[src/rtl/pwm_dec_pkg.sv]
// Shared definitions for the PWM symbol decoder.
// Holds the FSM state encoding, default parameter values and the
// round-and-saturate helper that turns a pulse width into a symbol.
package pwm_dec_pkg;

    localparam int DEF_DATA_W     = 16;
    localparam int DEF_SYM_W      = 8;
    localparam int DEF_CNT_W      = 12;
    localparam int DEF_HYST       = 4;
    localparam int DEF_DEB        = 2;
    localparam int DEF_SLOT_SHIFT = 2;
    localparam int DEF_MIN_W      = 4;
    localparam int DEF_MAX_W      = 2000;

    typedef enum logic [1:0] {
        ST_IDLE    = 2'd0,
        ST_ARMED   = 2'd1,
        ST_MEASURE = 2'd2,
        ST_OVERRUN = 2'd3
    } state_e;

    // Round width to the nearest symbol unit, then clamp to the largest
    // positive value a signed sym_w-bit symbol can carry.
    function automatic int unsigned sat_round(input int unsigned width,
                                              input int unsigned shift,
                                              input int unsigned sym_w);
        int unsigned rounded;
        int unsigned max_sym;
        rounded = (width + (32'd1 << (shift - 1))) >> shift;
        max_sym = (32'd1 << (sym_w - 1)) - 1;
        return (rounded > max_sym) ? max_sym : rounded;
    endfunction

endpackage

[src/rtl/pwm_level_detect.sv]
// Input register, hysteresis slicer and debounce for the PWM decoder.
// Ports:
//   clock, reset      - clock and synchronous active-high reset
//   enable            - when low the debounce run count is held at zero
//   in_valid          - qualifies data_in / ref_in
//   ref_in, data_in   - signed reference and sample
//   valid_out         - in_valid delayed to line up with level/rise/fall
//   level             - accepted (debounced) level
//   rise, fall        - one-cycle accepted edge events
//   settled           - no disagreeing samples are pending
module pwm_level_detect
    import pwm_dec_pkg::*;
#(
    parameter int DATA_W = DEF_DATA_W,
    parameter int HYST   = DEF_HYST,
    parameter int DEB    = DEF_DEB
) (
    input  logic                     clock,
    input  logic                     reset,
    input  logic                     enable,
    input  logic                     in_valid,
    input  logic signed [DATA_W-1:0] ref_in,
    input  logic signed [DATA_W-1:0] data_in,
    output logic                     valid_out,
    output logic                     level,
    output logic                     rise,
    output logic                     fall,
    output logic                     settled
);

    localparam int RUN_W = $clog2(DEB + 1);
    localparam logic signed [DATA_W:0] HYST_X = (DATA_W + 1)'(HYST);
    localparam logic [RUN_W-1:0] DEB_RUN = RUN_W'(DEB);

    // Stage 1: registered inputs
    logic                     v1_q;
    logic signed [DATA_W-1:0] ref1_q;
    logic signed [DATA_W-1:0] data1_q;

    // Stage 2: slicer and debounce state
    logic             raw_q, raw_d;
    logic             level_q, level_d;
    logic [RUN_W-1:0] run_q, run_d;
    logic             rise_q, rise_d;
    logic             fall_q, fall_d;
    logic             v2_q;

    logic signed [DATA_W:0] data_x;
    logic signed [DATA_W:0] ref_x;
    logic                   hi_raw;
    logic                   lo_raw;
    logic                   raw_now;
    logic [RUN_W-1:0]       run_inc;

    always_comb begin
        // One extra bit so ref +/- HYST cannot overflow.
        data_x  = {data1_q[DATA_W-1], data1_q};
        ref_x   = {ref1_q[DATA_W-1], ref1_q};
        hi_raw  = data_x > (ref_x + HYST_X);
        lo_raw  = data_x < (ref_x - HYST_X);
        raw_now = hi_raw ? 1'b1 : (lo_raw ? 1'b0 : raw_q);
        run_inc = run_q + 1'b1;

        raw_d   = raw_q;
        level_d = level_q;
        run_d   = run_q;
        rise_d  = 1'b0;
        fall_d  = 1'b0;

        if (v1_q) begin
            raw_d = raw_now;
        end

        if (!enable) begin
            run_d = '0;
        end else if (v1_q) begin
            if (raw_now != level_q) begin
                if (run_inc == DEB_RUN) begin
                    level_d = raw_now;
                    run_d   = '0;
                    rise_d  = raw_now;
                    fall_d  = !raw_now;
                end else begin
                    run_d = run_inc;
                end
            end else begin
                run_d = '0;
            end
        end
    end

    always_ff @(posedge clock) begin
        if (reset) begin
            v1_q    <= 1'b0;
            ref1_q  <= '0;
            data1_q <= '0;
            raw_q   <= 1'b0;
            level_q <= 1'b0;
            run_q   <= '0;
            rise_q  <= 1'b0;
            fall_q  <= 1'b0;
            v2_q    <= 1'b0;
        end else begin
            v1_q    <= in_valid;
            ref1_q  <= ref_in;
            data1_q <= data_in;
            raw_q   <= raw_d;
            level_q <= level_d;
            run_q   <= run_d;
            rise_q  <= rise_d;
            fall_q  <= fall_d;
            v2_q    <= v1_q;
        end
    end

    assign valid_out = v2_q;
    assign level     = level_q;
    assign rise      = rise_q;
    assign fall      = fall_q;
    assign settled   = (run_q == '0);

endmodule

[src/rtl/pwm_symbol_decoder.sv]
// PWM symbol decoder: measures accepted high pulses in valid samples and
// emits a rounded, saturated symbol or an error strobe per pulse.
// Ports:
//   clock, reset           - clock and synchronous active-high reset
//   enable_counter         - decoder enable; low forces the FSM to idle
//   in_valid               - qualifies data_in / ref_in
//   ref_in, data_in        - signed slicing reference and sample
//   decoded_symbol         - last decoded symbol, held between strobes
//   sym_valid              - one-cycle strobe for a new symbol
//   sym_err                - one-cycle strobe for a runt or overrun pulse
//   pulse_width            - raw width of the last completed pulse, held
module pwm_symbol_decoder
    import pwm_dec_pkg::*;
#(
    parameter int DATA_W     = DEF_DATA_W,
    parameter int SYM_W      = DEF_SYM_W,
    parameter int CNT_W      = DEF_CNT_W,
    parameter int HYST       = DEF_HYST,
    parameter int DEB        = DEF_DEB,
    parameter int SLOT_SHIFT = DEF_SLOT_SHIFT,
    parameter int MIN_W      = DEF_MIN_W,
    parameter int MAX_W      = DEF_MAX_W
) (
    input  logic                     clock,
    input  logic                     reset,
    input  logic                     enable_counter,
    input  logic                     in_valid,
    input  logic signed [DATA_W-1:0] ref_in,
    input  logic signed [DATA_W-1:0] data_in,
    output logic signed [SYM_W-1:0]  decoded_symbol,
    output logic                     sym_valid,
    output logic                     sym_err,
    output logic [CNT_W-1:0]         pulse_width
);

    localparam logic [CNT_W-1:0] MAX_CNT = CNT_W'(MAX_W);
    localparam logic [CNT_W-1:0] MIN_CNT = CNT_W'(MIN_W);

    logic valid_dly;
    logic level;
    logic rise;
    logic fall;
    logic settled;

    pwm_level_detect #(
        .DATA_W (DATA_W),
        .HYST   (HYST),
        .DEB    (DEB)
    ) u_level_detect (
        .clock     (clock),
        .reset     (reset),
        .enable    (enable_counter),
        .in_valid  (in_valid),
        .ref_in    (ref_in),
        .data_in   (data_in),
        .valid_out (valid_dly),
        .level     (level),
        .rise      (rise),
        .fall      (fall),
        .settled   (settled)
    );

    state_e           state_q, state_d;
    logic [CNT_W-1:0] count_q, count_d;
    logic [CNT_W-1:0] count_inc;
    // Stage 3: completed-pulse event, registered before the outputs
    logic             done_q, done_d;
    logic             err_q, err_d;
    logic [CNT_W-1:0] width_q, width_d;

    always_comb begin
        state_d   = state_q;
        count_d   = count_q;
        done_d    = 1'b0;
        err_d     = 1'b0;
        width_d   = width_q;
        count_inc = count_q + 1'b1;

        if (!enable_counter) begin
            state_d = ST_IDLE;
            count_d = '0;
        end else begin
            unique case (state_q)
                // Arm only on a quiet low sample so a pulse already in
                // progress after reset or enable is never measured.
                ST_IDLE: begin
                    if (valid_dly && !level && settled) begin
                        state_d = ST_ARMED;
                    end
                end
                ST_ARMED: begin
                    if (rise) begin
                        count_d = CNT_W'(1);
                        state_d = ST_MEASURE;
                    end
                end
                ST_MEASURE: begin
                    if (fall) begin
                        width_d = count_q;
                        state_d = ST_ARMED;
                        if (count_q >= MAX_CNT || count_q < MIN_CNT) begin
                            err_d = 1'b1;
                        end else begin
                            done_d = 1'b1;
                        end
                    end else if (valid_dly) begin
                        count_d = count_inc;
                        if (count_inc == MAX_CNT) begin
                            state_d = ST_OVERRUN;
                        end
                    end
                end
                ST_OVERRUN: begin
                    // Counter stays saturated at MAX_W here.
                    if (fall) begin
                        err_d   = 1'b1;
                        width_d = count_q;
                        state_d = ST_ARMED;
                    end
                end
                default: state_d = ST_IDLE;
            endcase
        end
    end

    always_ff @(posedge clock) begin
        if (reset) begin
            state_q        <= ST_IDLE;
            count_q        <= '0;
            done_q         <= 1'b0;
            err_q          <= 1'b0;
            width_q        <= '0;
            decoded_symbol <= '0;
            sym_valid      <= 1'b0;
            sym_err        <= 1'b0;
            pulse_width    <= '0;
        end else begin
            state_q   <= state_d;
            count_q   <= count_d;
            done_q    <= done_d;
            err_q     <= err_d;
            width_q   <= width_d;
            sym_valid <= done_q && enable_counter;
            sym_err   <= err_q && enable_counter;
            if ((done_q || err_q) && enable_counter) begin
                pulse_width <= width_q;
            end
            if (done_q && enable_counter) begin
                decoded_symbol <= SYM_W'(sat_round(32'(width_q), SLOT_SHIFT, SYM_W));
            end
        end
    end

endmodule

[config.mk]
export PLATFORM = sky130hd
export DESIGN_NAME = pwm_symbol_decoder
export DESIGN_NICKNAME = d
export VERILOG_FILES = /design/src/rtl/pwm_dec_pkg.sv /design/src/rtl/pwm_level_detect.sv /design/src/rtl/pwm_symbol_decoder.sv
export SDC_FILE = /design/constraint.sdc
export NUM_CORES = 1
export LEC_CHECK = 0
export ABC_AREA = 1
export BUFFER_PORTS_ARGS = -buffer_cell sky130_fd_sc_hd__buf_2
export CAP_MARGIN = 5
export CORE_MARGIN = 8
export CORE_UTILIZATION = 53
export DETAILED_ROUTE_END_ITERATION = 10
export PLACE_DENSITY_LB_ADDON = 0.1
export SYNTH_ARGS = -nofsm -noshare
export SYNTH_HDL_FRONTEND = slang
export SYNTH_SLANG_ARGS = --single-unit
[constraint.sdc]
create_clock -name clock -period 2.63 [get_ports clock]
set_clock_uncertainty 0.05 [all_clocks]
set_input_delay 0.1315 -clock clock [delete_from_list [all_inputs] [get_ports clock]]
set_output_delay 0.1315 -clock clock [all_outputs]
set_load 0.005 [all_outputs]
; ---- Yosys cells after proc, flatten, opt, wreduce, memory -nomap -nowiden
; Index checks and enable logic that the tools add are counted.
[classes]
addsub = 5
order_cmp = 5
eq_ne = 13
muxes = 21
bitwise_logic = 6
reduce_logical = 20
[ops]
columns = operator, count
row1 = 12-bit 2-to-1 mux, 3
row2 = 12-bit case mux with 2 select lines, 1
row3 = "16-bit by 4-bit adder with 17-bit output, second input constant", 1
row4 = 16-bit by 17-bit > comparator with 1-bit output, 1
row5 = 16-bit by 17-bit less-than comparator with 1-bit output, 1
row6 = "16-bit by 4-bit subtractor with 17-bit output, second input constant", 1
row7 = 2-bit 2-to-1 mux, 8
row8 = "12-bit by 2-bit adder with 13-bit output, second input constant", 1
row9 = "12-bit by 1-bit adder with 12-bit output, second input constant", 1
row10 = "12-bit by 11-bit == test with 1-bit output, second input constant", 1
row11 = "12-bit by 11-bit >= comparator with 1-bit output, second input constant", 1
row12 = "12-bit by 3-bit less-than comparator with 1-bit output, second input constant", 1
row13 = "11-bit by 7-bit > comparator with 1-bit output, second input constant", 1
row14 = 8-bit 2-to-1 mux, 1
row15 = 2-bit case mux with 4 select lines, 1
row16 = 4-bit AND reduction, 2
row17 = "2-bit == test, second input constant", 3
row18 = 1-bit 2-to-1 mux, 6
row19 = "2-bit by 1-bit != test with 1-bit output, second input constant", 3
row20 = 1-bit inverter, 6
row21 = 1-bit logical AND, 5
row22 = 5-bit AND reduction, 1
row23 = 5-bit OR reduction, 1
row24 = 2-bit zero test, 2
row25 = other kinds (13), 17
[totals]
regBits = 90
inputBits = 36
out_inout_bits = 22
elab_cells = 88

; ---- Logic depth before layout (Yosys ltp)
; Gate-level depths: netlist of run 1.
[depth]
word_depth = 7
ltp_mapped = 22
ltp_nobuf = 22

; ---- Hierarchy
; Synthesis of run 1 repeated with hierarchy kept, for this count alone.
[hier_totals]
hier_cells = 700
hier_area_um2 = 4977.3
[modules_own_cells]
columns = module, instances, cells_each, area_per_inst_um2, seq_area_each_um2
row1 = pwm_level_detect, 1, 350, 2546.2, 800.8
row2 = pwm_symbol_decoder, 1, 350, 2431.1, 1001.0

; ---- Least setup slack after synthesis of run 1
; Ideal clock, no wire load.
[synth_path]
path_kind = register -> register
startpoint = register u_level_detect.ref1_q[2]
endpoint = register u_level_detect.level_q, in the netlist u_level_detect.level
setup_time_ns = 0.116
arrival_ns = 2.730
required_time_ns = 2.464
setup_slack_ns = -0.266
stages_incl_launch_ff = 22
n_path_buf = 0
period_less_slack_ns = 2.896
path_cell_list = dfxtp_1 -> inv_1 -> ha_1 -> inv_1 -> nor4_2 -> nand4_1 -> nor3_1 -> a21oi_1 -> ha_1 -> nand2_1 -> nor2_1 -> nand2_1 -> nor2_1 -> nand2_1 -> nand3_1 -> nand2_1 -> nand3_1 -> nand2_1 -> nand2_1 -> nand4_1 -> nand3_1 -> nand2_1
[synth_between]
elab_chain_cells = 6
elab_cells_between_ends = 8
classes_between = 2 x add/sub / 2 x order compare / 1 x eq/ne / 2 x mux / 1 x reduce/logical
[synth_rtl]
columns = item, line
row1 = from (decl), pwm_level_detect.sv:37  ; logic signed [DATA_W-1:0] ref1_q;
row2 = from (signal assigned), pwm_level_detect.sv:105  ; ref1_q <= ref_in;
row3 = 16-bit by 4-bit subtractor with 17-bit output, pwm_level_detect.sv:60  ; lo_raw = data_x < (ref_x - HYST_X);
row4 = 16-bit by 17-bit less-than comparator with 1-bit output, pwm_level_detect.sv:60
row5 = 1-bit 2-to-1 mux, pwm_level_detect.sv:61  ; raw_now = hi_raw ? 1'b1 : (lo_raw ? 1'b0 : raw_q);
row6 = 1-bit 2-to-1 mux (*), pwm_level_detect.sv:61
row7 = 1-bit != test, pwm_level_detect.sv:77  ; if (raw_now != level_q) begin
row8 = 4-bit AND reduction (no source line), n/a
row9 = to (signal assigned), pwm_level_detect.sv:108  ; level_q <= level_d;
row10 = to (decl), pwm_level_detect.sv:42  ; logic level_q, level_d;
; Every way passes the cells marked *; elsewhere a longest branch is shown, timed or not.
; A chain may end at the register's enable or synchronous reset.

; ---- Final worst setup path of run 1
; Ends and elaborated chain as after synthesis.

==> qor.tcl, run 1 <==
set qor(worst-slew-pin-transition_ns) 0.8113
set qor(multi_input_combinational_cell_area_um2) 2831
set qor(post-route-period-util_pct) 115.9
set qor(tns_ns) -2.332
set qor(total_leakage_power_nw) 3.073
set qor(worstPathArrival_ns) 3.26
set qor(totalWireLength_um) 12280
set qor(coreArea_um2) 8678
set qor(power.switching_fraction_pct) 30.61
set qor(synth_seq_area_share_pct) 38.01
set qor(wl_per_cell_um) 13.72
set qor(worst_ir_drop_vdd_mv) 0.3251
set qor(gpl.final_weighted_congestion) 0.8742
set qor(postRouteAntennaNets) 0
set qor(initial_utilization_pct) 54.61
set qor(final_core_utilization_pct) 73.21
set qor(die_y_um) 110.6
set qor(synth_cells) 651
set qor(antenna_cells_inserted) 0
set qor(synth_nets) 728
set qor(dr_total_vias) 4481
set qor(p_comb_share_pct) 18.2
set qor(detail_route.vias_per_cell) 5.007
set qor(fin_total_pwr_mw) 2.918
set qor(place_inst) 832
set qor(final_hold_vio_count) 0
set qor(final-seq-area_um2) 1813
set qor(grt_setup_unrepaired) {true}
set qor(synth_top_cell_area_share_pct) 38.01
set qor(layout-area-overhead-vs-synth_pct) 34.05
set qor(detailroute.wirelength.met2_um) 6664
set qor(p_switching_mw) 0.8930
set qor(synth-async-reset-ratio_pct) 0
set qor(power.clock.fraction_pct) 32.8
set qor(most_used_dff_post_synth) {sky130_fd_sc_hd__dfxtp_1}
set qor(numPortBuffers) 57
set qor(dp_worst_setup_slack_ns) -0.4951
set qor(cts_buffer_depth) 2
set qor(synth-warning-count) 0
set qor(run_status) {finished with violations}
set qor(seq_power_share_pct) 49.0
set qor(synth_seq_cells) 90
set qor(clockRootBuffer) {sky130_fd_sc_hd__clkbuf_8}
set qor(cts_tree) {built}
set qor(timing.critical_path.fanout_max) 3
set qor(tritoncts.num_buffers) 9
set qor(clock-sinks) 90
set qor(final_cells) 895
set qor(met1_wire_length_um) 4980
set qor(postSynthAreaPerCell_um2) 7.280
set qor(hpwlAfterDp_um) 8204
set qor(worst_slack_ns) -0.4175
set qor(p_int_mw) 2.025
set qor(violations_in_the_final_reports) {negative setup slack}
set qor(clk_pin_slew_worst_paths_ns) 0.10
set qor(critical_path.startpoint_type) {flop}
set qor(synth_enable_flop_cells) 0
set qor(setup_viol) 6
set qor(yosys-top-cells-area) {sky130_fd_sc_hd__dfxtp_1 (38%), sky130_fd_sc_hd__ha_1 (11%), sky130_fd_sc_hd__nor2_1 (8.6%)}
set qor(ctsHtreeMaxLevel) 3
set qor(route.detailed.drc) 0
set qor(die-area_um2) 12220
set qor(antenna_found_initial) 0
set qor(pwr_density_cell_nw_per_um2) 459.2
set qor(design.final.nets) 859
set qor(met3_routed_wirelength_um) 390
set qor(worst_ep_required_time_ns) 2.84
set qor(grt_first_pass_wirelength_um) 19600
set qor(globalRoute.totalOverflow) 0
set qor(timing.max_slew.rel_slack_pct) 45.86
set qor(grt_util_all_layers_pct) 18.89
set qor(maximum_number_of_pins_on_one_net_before_global_route_repair) 35
set qor(drv.max_cap_violation_count) 0
set qor(fillCellCount) 688
set qor(worstSetupEndpointType) {flop}
set qor(clock_latency_on_the_worst_skew_pair_ns) 0.37
set qor(slew_violations) 0
set qor(die_width_um) 110.6
set qor(min_period_ns) 3.047
set qor(grt_pass1_vias) 4413
set qor(route.top_layer_used) {met4}
set qor(post_route_cells_drive_above_1_share_pct) 25.16
set qor(setup.worst_path.class) {flop to flop}
set qor(site_row_count) 34
set qor(drt_pre_antenna_iters) 5
set qor(yosys.cell_types.count) 31
set qor(number_of_drc_markers_in_iteration_0) 165
set qor(num_io_pins) 58
set qor(synth_area_um2) 4740
set qor(fmax_mhz) 328.1
set qor(worstHoldPathType) {input pin to flop}
set qor(synthDominantAreaCellType) {sky130_fd_sc_hd__dfxtp_1}
[cells in the final DEF, fill, tap and decap left out, types with 4 or more instances in the layout]
master | synthesis | final
sky130_fd_sc_hd__nor2_1 | 109 | 100
sky130_fd_sc_hd__inv_1 | 102 | 96
sky130_fd_sc_hd__dfxtp_1 | 90 | 87
sky130_fd_sc_hd__nand2_1 | 103 | 85
sky130_fd_sc_hd__buf_2 | 1 | 57
sky130_fd_sc_hd__buf_4 | 0 | 39
sky130_fd_sc_hd__ha_1 | 41 | 37
sky130_fd_sc_hd__a21oi_1 | 42 | 35
sky130_fd_sc_hd__o21ai_0 | 37 | 34
sky130_fd_sc_hd__dlygate4sd3_1 | 0 | 34
sky130_fd_sc_hd__xor2_1 | 27 | 26
sky130_fd_sc_hd__nand2_2 | 2 | 17
sky130_fd_sc_hd__nand3_1 | 21 | 15
sky130_fd_sc_hd__nand4_1 | 13 | 13
sky130_fd_sc_hd__clkbuf_8 | 0 | 9
sky130_fd_sc_hd__nor3_2 | 2 | 8
sky130_fd_sc_hd__xnor2_1 | 8 | 8
sky130_fd_sc_hd__inv_2 | 3 | 7
sky130_fd_sc_hd__nor3_1 | 15 | 7
sky130_fd_sc_hd__nor2_4 | 0 | 6
sky130_fd_sc_hd__nor2_2 | 3 | 6
sky130_fd_sc_hd__a21oi_2 | 0 | 6
sky130_fd_sc_hd__ha_4 | 0 | 4
sky130_fd_sc_hd__buf_6 | 0 | 4
[cell type report]
| class | instances | share of cell area, % |
|---|---|---|
| clock buffer | 9 | 1.950 |
| clock inverter | 7 | 1.319 |
| inverter | 106 | 6.341 |
| multi-input combinational | 441 | 44.56 |
| sequential | 90 | 28.53 |
| tap | 108 | 2.127 |
| timing repair buffer | 134 | 15.16 |
[synthesized netlist by cell type, drive strengths merged, types with 2 or more instances]
| master | count |
|---|---|
| o21ai | 37 |
| nor3 | 18 |
| o211ai | 3 |
| clkbuf | 13 |
| xor2 | 27 |
| xnor2 | 8 |
| inv | 105 |
| ha | 41 |
| nand4 | 13 |
| a21o | 2 |
| nand2 | 105 |
| nor4 | 5 |
| nor2 | 112 |
| or2 | 2 |
| a21oi | 42 |
| nand3 | 21 |
| dfxtp | 90 |
[state kept, by name, indices dropped and copies added (netlist names), 2 cells and up]
signal,count
u_level_detect.ref1_q,16
width_q,12
u_level_detect.data1_q,16
pulse_width,12
count_q,12
decoded_symbol,8
state_q,2
u_level_detect.run_q,2
[power groups by stage]
stage | combinational, mW | clock, mW | sequential, mW
4_1_cts | 0.462 | 0.986 | 1.42
3_5_place_dp | 0.377 | 0 | 1.45
5_1_grt | 0.593 | 1.05 | 1.43
2_1_floorplan | 0.257 | 0 | 1.45
3_3_place_gp | 0.366 | 0 | 1.45
6_report | 0.530 | 0.958 | 1.43
[repair_timing]
item	CTS	global route
hold endpoints to repair	33	1
hold buffers	33	1
gates resized for setup	38	48
pin swaps	35	33
setup buffers	10	3
setup endpoints to repair	6	6
[critical path, stage by stage, from the launching register on]
cell,delay (ns)
sky130_fd_sc_hd__dfxtp_4,0.38
sky130_fd_sc_hd__inv_4,0.08
sky130_fd_sc_hd__ha_4,0.15
sky130_fd_sc_hd__inv_4,0.04
sky130_fd_sc_hd__nor4_4,0.17
sky130_fd_sc_hd__nand4_1,0.19
sky130_fd_sc_hd__nor3_2,0.26
sky130_fd_sc_hd__a21oi_1,0.11
sky130_fd_sc_hd__ha_1,0.34
sky130_fd_sc_hd__nand2_2,0.12
sky130_fd_sc_hd__inv_1,0.05
sky130_fd_sc_hd__nand2_1,0.07
sky130_fd_sc_hd__nand2_2,0.07
sky130_fd_sc_hd__a21oi_4,0.12
sky130_fd_sc_hd__nand4_1,0.18
sky130_fd_sc_hd__nand3_4,0.14
sky130_fd_sc_hd__nand2_4,0.07
sky130_fd_sc_hd__nand2_2,0.05
sky130_fd_sc_hd__nand4_1,0.11
sky130_fd_sc_hd__nand3_1,0.12
sky130_fd_sc_hd__nand2_1,0.07
[path summary, 6_finish.rpt]
| kind | end | slack, ns | from | cells after the start |
|---|---|---|---|---|
| hold / removal | u_level_detect.data1_q[12] | 0.17 | reset | 2 |
| setup reg to reg | u_level_detect.level | -0.42 | u_level_detect.ref1_q[2] | 20 |
| hold reg to reg | decoded_symbol[7] | 0.40 | decoded_symbol[7] | 2 |
| setup / recovery | u_level_detect.level | -0.42 | u_level_detect.ref1_q[2] | 20 |
[through the flow]
stage	instance area [µm²]	hold slack (ns)
after floorplan	4786	0.1885
after global placement	5371	0.2832
after detailed placement	5371	0.2882
after CTS	6120	0.01354
after global routing	6354	0.1910
final	6354	0.1686
[cells by family after synthesis]
| group | count (synthesis) | share of synthesized area, % |
|---|---|---|
| compound gates | 88 | 9.768 |
| xor+xnor | 35 | 6.468 |
| fa+ha+maj | 41 | 10.82 |
| buf+inv | 120 | 9.530 |
| flops | 90 | 38.01 |
| simple gates | 277 | 25.40 |
[layer usage]
layer  track usage, %  up-vias
li1                 -     2321
met1            19.99     2070
met2            34.94       72
met3            5.087       18
met4            6.577        0
met5                0        -
No activity file was read; power rests on OpenSTA's default activity.
==> run 2, diff against run 1 <==
Clock period 2.63 ns to 2.8 ns, I/O delays scaled along.
==> qor.tcl, run 2 (synthesis gave the netlist of run 1 again) <==
set qor(coreArea_um2) 8678 ;# unchanged
set qor(setup_viol) 6 ;# unchanged
set qor(cts_buffer_depth) 2 ;# unchanged
set qor(timing.critical_path.cells) {inv_4, ha_4, inv_4, nor4_4, nand4_1, nor3_2, a21oi_1, ha_1, nand2_2, inv_2, nand2_1, nand2_1, a21oi_2, buf_4, nand4_1, nand3_2, nand3_2, buf_4, nand4_1, nand3_1, nand2_1} ;# was inv_4, ha_4, inv_4, nor4_4, nand4_1, nor3_2, a21oi_1, ha_1, nand2_2, inv_1, nand2_1, nand2_2, a21oi_4, nand4_1, nand3_4, nand2_4, nand2_2, nand4_1, nand3_1, nand2_1
set qor(initial_utilization_pct) 54.61 ;# unchanged
set qor(site_row_count) 34 ;# unchanged
set qor(clk_pin_slew_worst_paths_ns) 0.10 ;# about the same
set qor(tritoncts.num_buffers) 9 ;# unchanged
set qor(grt_util_all_layers_pct) 18.77 ;# was 18.89%
set qor(post-route-period-util_pct) 110.6 ;# was 115.9%
set qor(fmax_mhz) 322.9 ;# was 328.1 MHz
set qor(final-seq-area_um2) 1812 ;# was 1813 µm²
set qor(setup.worst_path.class) {flop to flop} ;# unchanged
set qor(worst_ir_drop_vdd_mv) 0.3655 ;# was 0.3251 mV
set qor(rr_endpoint) {u_level_detect.level} ;# unchanged
set qor(busiest_layer) {met2} ;# unchanged
set qor(num_io_pins) 58 ;# unchanged
set qor(violations_in_the_final_reports) {negative setup slack} ;# unchanged
set qor(number_of_cells_on_the_worst_hold_path) 2 ;# unchanged
set qor(wl_per_cell_um) 13.26 ;# was 13.72 µm
set qor(critical_path.startpoint_type) {flop} ;# unchanged
set qor(worstSetupEndpointType) {flop} ;# unchanged
set qor(reg_top3) {u_level_detect.data1_q (16), u_level_detect.ref1_q (16)} ;# unchanged
set qor(multi_input_combinational_cell_area_um2) 2623 ;# was 2831 µm²
set qor(worst-path-buf-inv) 5 ;# was 3
set qor(number_of_drc_markers_in_iteration_0) 136 ;# was 165
set qor(worst_ep_required_time_ns) 3.06 ;# was 2.84 ns
set qor(tns_ns) -1.613 ;# was -2.332 ns
set qor(cp_delay_by_family_top) {simple AND/OR/NAND/NOR gates} ;# unchanged
set qor(grt_first_pass_wirelength_um) 19690 ;# was 19600 µm
set qor(worstReg2RegStart) {u_level_detect.ref1_q[3]} ;# was u_level_detect.ref1_q[2]
set qor(worstHoldPathType) {flop to flop} ;# was input pin to flop
set qor(reg2reg_setup_slack_ns) -0.30 ;# was -0.42 ns
set qor(route.detailed.drc) 0 ;# unchanged
set qor(die_y_um) 110.6 ;# unchanged
set qor(die_width_um) 110.6 ;# unchanged
set qor(mostFrequentLayoutCell) {sky130_fd_sc_hd__nor2_1} ;# unchanged
set qor(mostFrequentLayoutCells) {sky130_fd_sc_hd__nor2_1 (104), sky130_fd_sc_hd__inv_1 (97), sky130_fd_sc_hd__nand2_1 (94), sky130_fd_sc_hd__dfxtp_1 (86), sky130_fd_sc_hd__buf_2 (57)} ;# was sky130_fd_sc_hd__nor2_1 (100), sky130_fd_sc_hd__inv_1 (96), sky130_fd_sc_hd__dfxtp_1 (87), sky130_fd_sc_hd__nand2_1 (85), sky130_fd_sc_hd__buf_2 (57)
set qor(totalWireLength_um) 11740 ;# was 12280 µm
set qor(worst_slack_ns) -0.2970 ;# was -0.4175 ns
set qor(run_status) {finished with violations} ;# unchanged
set qor(grtUsageMet3_pct) 3.896 ;# was 5.087%
set qor(numPortBuffers) 57 ;# unchanged
set qor(holdCritStartpoint) {decoded_symbol[7]} ;# was reset
set qor(met2_usage_grt_pct) 36.25 ;# was 34.94%
set qor(grtUsageMet1_pct) 19.27 ;# was 19.99%
set qor(antenna_found_initial) 0 ;# unchanged
set qor(postRouteAntennaNets) 0 ;# unchanged
set qor(critical_path.slowest_cell) {sky130_fd_sc_hd__dfxtp_4} ;# unchanged
set qor(end_point_of_the_worst_hold_path) {decoded_symbol[7]} ;# was u_level_detect.data1_q[12]
set qor(grt_setup_unrepaired) {true} ;# unchanged
set qor(antenna_cells_inserted) 0 ;# unchanged
set qor(clockRootBuffer) {sky130_fd_sc_hd__clkbuf_8} ;# unchanged
set qor(cp_slowest_stage_delay_ns) 0.39 ;# was 0.38 ns
set qor(design.final.nets) 849 ;# was 859
set qor(pwr_density_cell_nw_per_um2) 444.2 ;# was 459.2 nW/µm²
set qor(gpl.final_weighted_congestion) 0.8904 ;# was 0.8742
set qor(worst-slew-pin-transition_ns) 0.8464 ;# was 0.8113 ns
set qor(post_route_cells_drive_above_1_share_pct) 20.33 ;# was 25.16%
set qor(ctsHtreeMaxLevel) 3 ;# unchanged
set qor(clock-sinks) 90 ;# unchanged
set qor(ff2ff_path_depth) 21 ;# was 20
set qor(fillCellCount) 712 ;# was 688
set qor(globalRoute.totalOverflow) 0 ;# unchanged
set qor(slew_violations) 0 ;# unchanged
set qor(timing.critical_path.fanout_max) 4 ;# was 3
set qor(grt_pass1_vias) 4512 ;# was 4413
set qor(final_hold_vio_count) 0 ;# unchanged
set qor(timing.max_slew.rel_slack_pct) 43.51 ;# was 45.86%
set qor(worstPathArrival_ns) 3.36 ;# was 3.26 ns
set qor(maximum_number_of_pins_on_one_net_before_global_route_repair) 35 ;# unchanged
set qor(hpwlAfterDp_um) 8079 ;# was 8204 µm
set qor(drt_pre_antenna_iters) 4 ;# was 5
set qor(detail_route.vias_per_cell) 5.021 ;# was 5.007
set qor(cts_tree) {built} ;# unchanged
set qor(fin_total_pwr_mw) 2.690 ;# was 2.918 mW
set qor(clock_latency_on_the_worst_skew_pair_ns) 0.37 ;# about the same
set qor(total_leakage_power_nw) 2.975 ;# was 3.073 nW
set qor(drv.max_cap_violation_count) 0 ;# unchanged
set qor(layout-area-overhead-vs-synth_pct) 27.77 ;# was 34.05%
set qor(die-area_um2) 12220 ;# unchanged
set qor(min_period_ns) 3.097 ;# was 3.047 ns
set qor(dr_total_vias) 4444 ;# was 4481
run 2: cell types whose count changed in the layout (fill, tap and decap cells not counted), moves of 3 or more:
cell / previous run / this run
sky130_fd_sc_hd__a21oi_1: 35 / 40
sky130_fd_sc_hd__a21oi_2: 6 / 2
sky130_fd_sc_hd__buf_4: 39 / 31
sky130_fd_sc_hd__buf_6: 4 / 0
sky130_fd_sc_hd__nand2_1: 85 / 94
sky130_fd_sc_hd__nand2_2: 17 / 11
sky130_fd_sc_hd__nand2_4: 3 / 0
sky130_fd_sc_hd__nand3_1: 15 / 18
sky130_fd_sc_hd__nand3_4: 3 / 0
sky130_fd_sc_hd__nor2_1: 100 / 104
sky130_fd_sc_hd__nor2_4: 6 / 1
run 2: metal layers:
layer  vias up  wire, µm
li1       2298         -
met1      2048      4736
met3        20       408
met2        78      6370
met5         -         0
met4         0       224
run 2: area by class of cell:
class,count,area share [%]
timing repair buffer,124,14.50
clock buffer,9,2.045
multi-input combinational,441,43.31
inverter,106,6.694
sequential,90,29.92
clock inverter,7,1.302
tap,108,2.231
run 2: repair_timing:
action / 4_1_cts / 5_1_grt
gates cloned: 0 / 0
resized for setup: 37 / 10
hold buffers: 36 / 0
pin swaps: 27 / 21
setup endpoints to repair: 6 / 6
hold endpoints to repair: 35 / 0
buffers inserted: 7 / 6
run 2: worst max-delay path by stage:
stage / from / end / slack [ns] / cells past startpoint
final: u_level_detect.ref1_q[3] / u_level_detect.level / -0.30 / 21
after CTS: u_level_detect.ref1_q[3] / u_level_detect.run_q[0] / -0.17 / 21
after detailed placement: u_level_detect.ref1_q[2] / u_level_detect.level / -0.32 / 21
after global placement: u_level_detect.ref1_q[3] / u_level_detect.run_q[0] / -0.25 / 22
after global routing: u_level_detect.ref1_q[3] / u_level_detect.level / -0.47 / 20
after floorplan: u_level_detect.ref1_q[2] / u_level_detect.level / 0.02 / 21
run 2: where the power goes:
group          switching, mW  internal, mW
logic                  0.233         0.206
registers             0.0330          1.31
clock network          0.548         0.360
total                  0.814          1.88
run 2: tightest hold or removal path, delay by kind of cell, from the launching register on:
kind	cells	cell delay [ns]
and+or+nand+nor	2	0.10
DFF	1	0.32
run 2: stage by stage:
stage	util, %	hold slack, ns	instances	cell area [µm²]	worst slack, ns
finish	69.78	0.4003	885	6056	-0.2970
CTS	68.93	0.4027	879	5982	-0.1654
global placement	60.55	0.2897	820	5255	-0.2548
floorplan	-	0.1970	651	4753	0.01810
global route	69.78	0.4442	885	6056	-0.4688
detailed placement	60.55	0.2980	820	5255	-0.3210
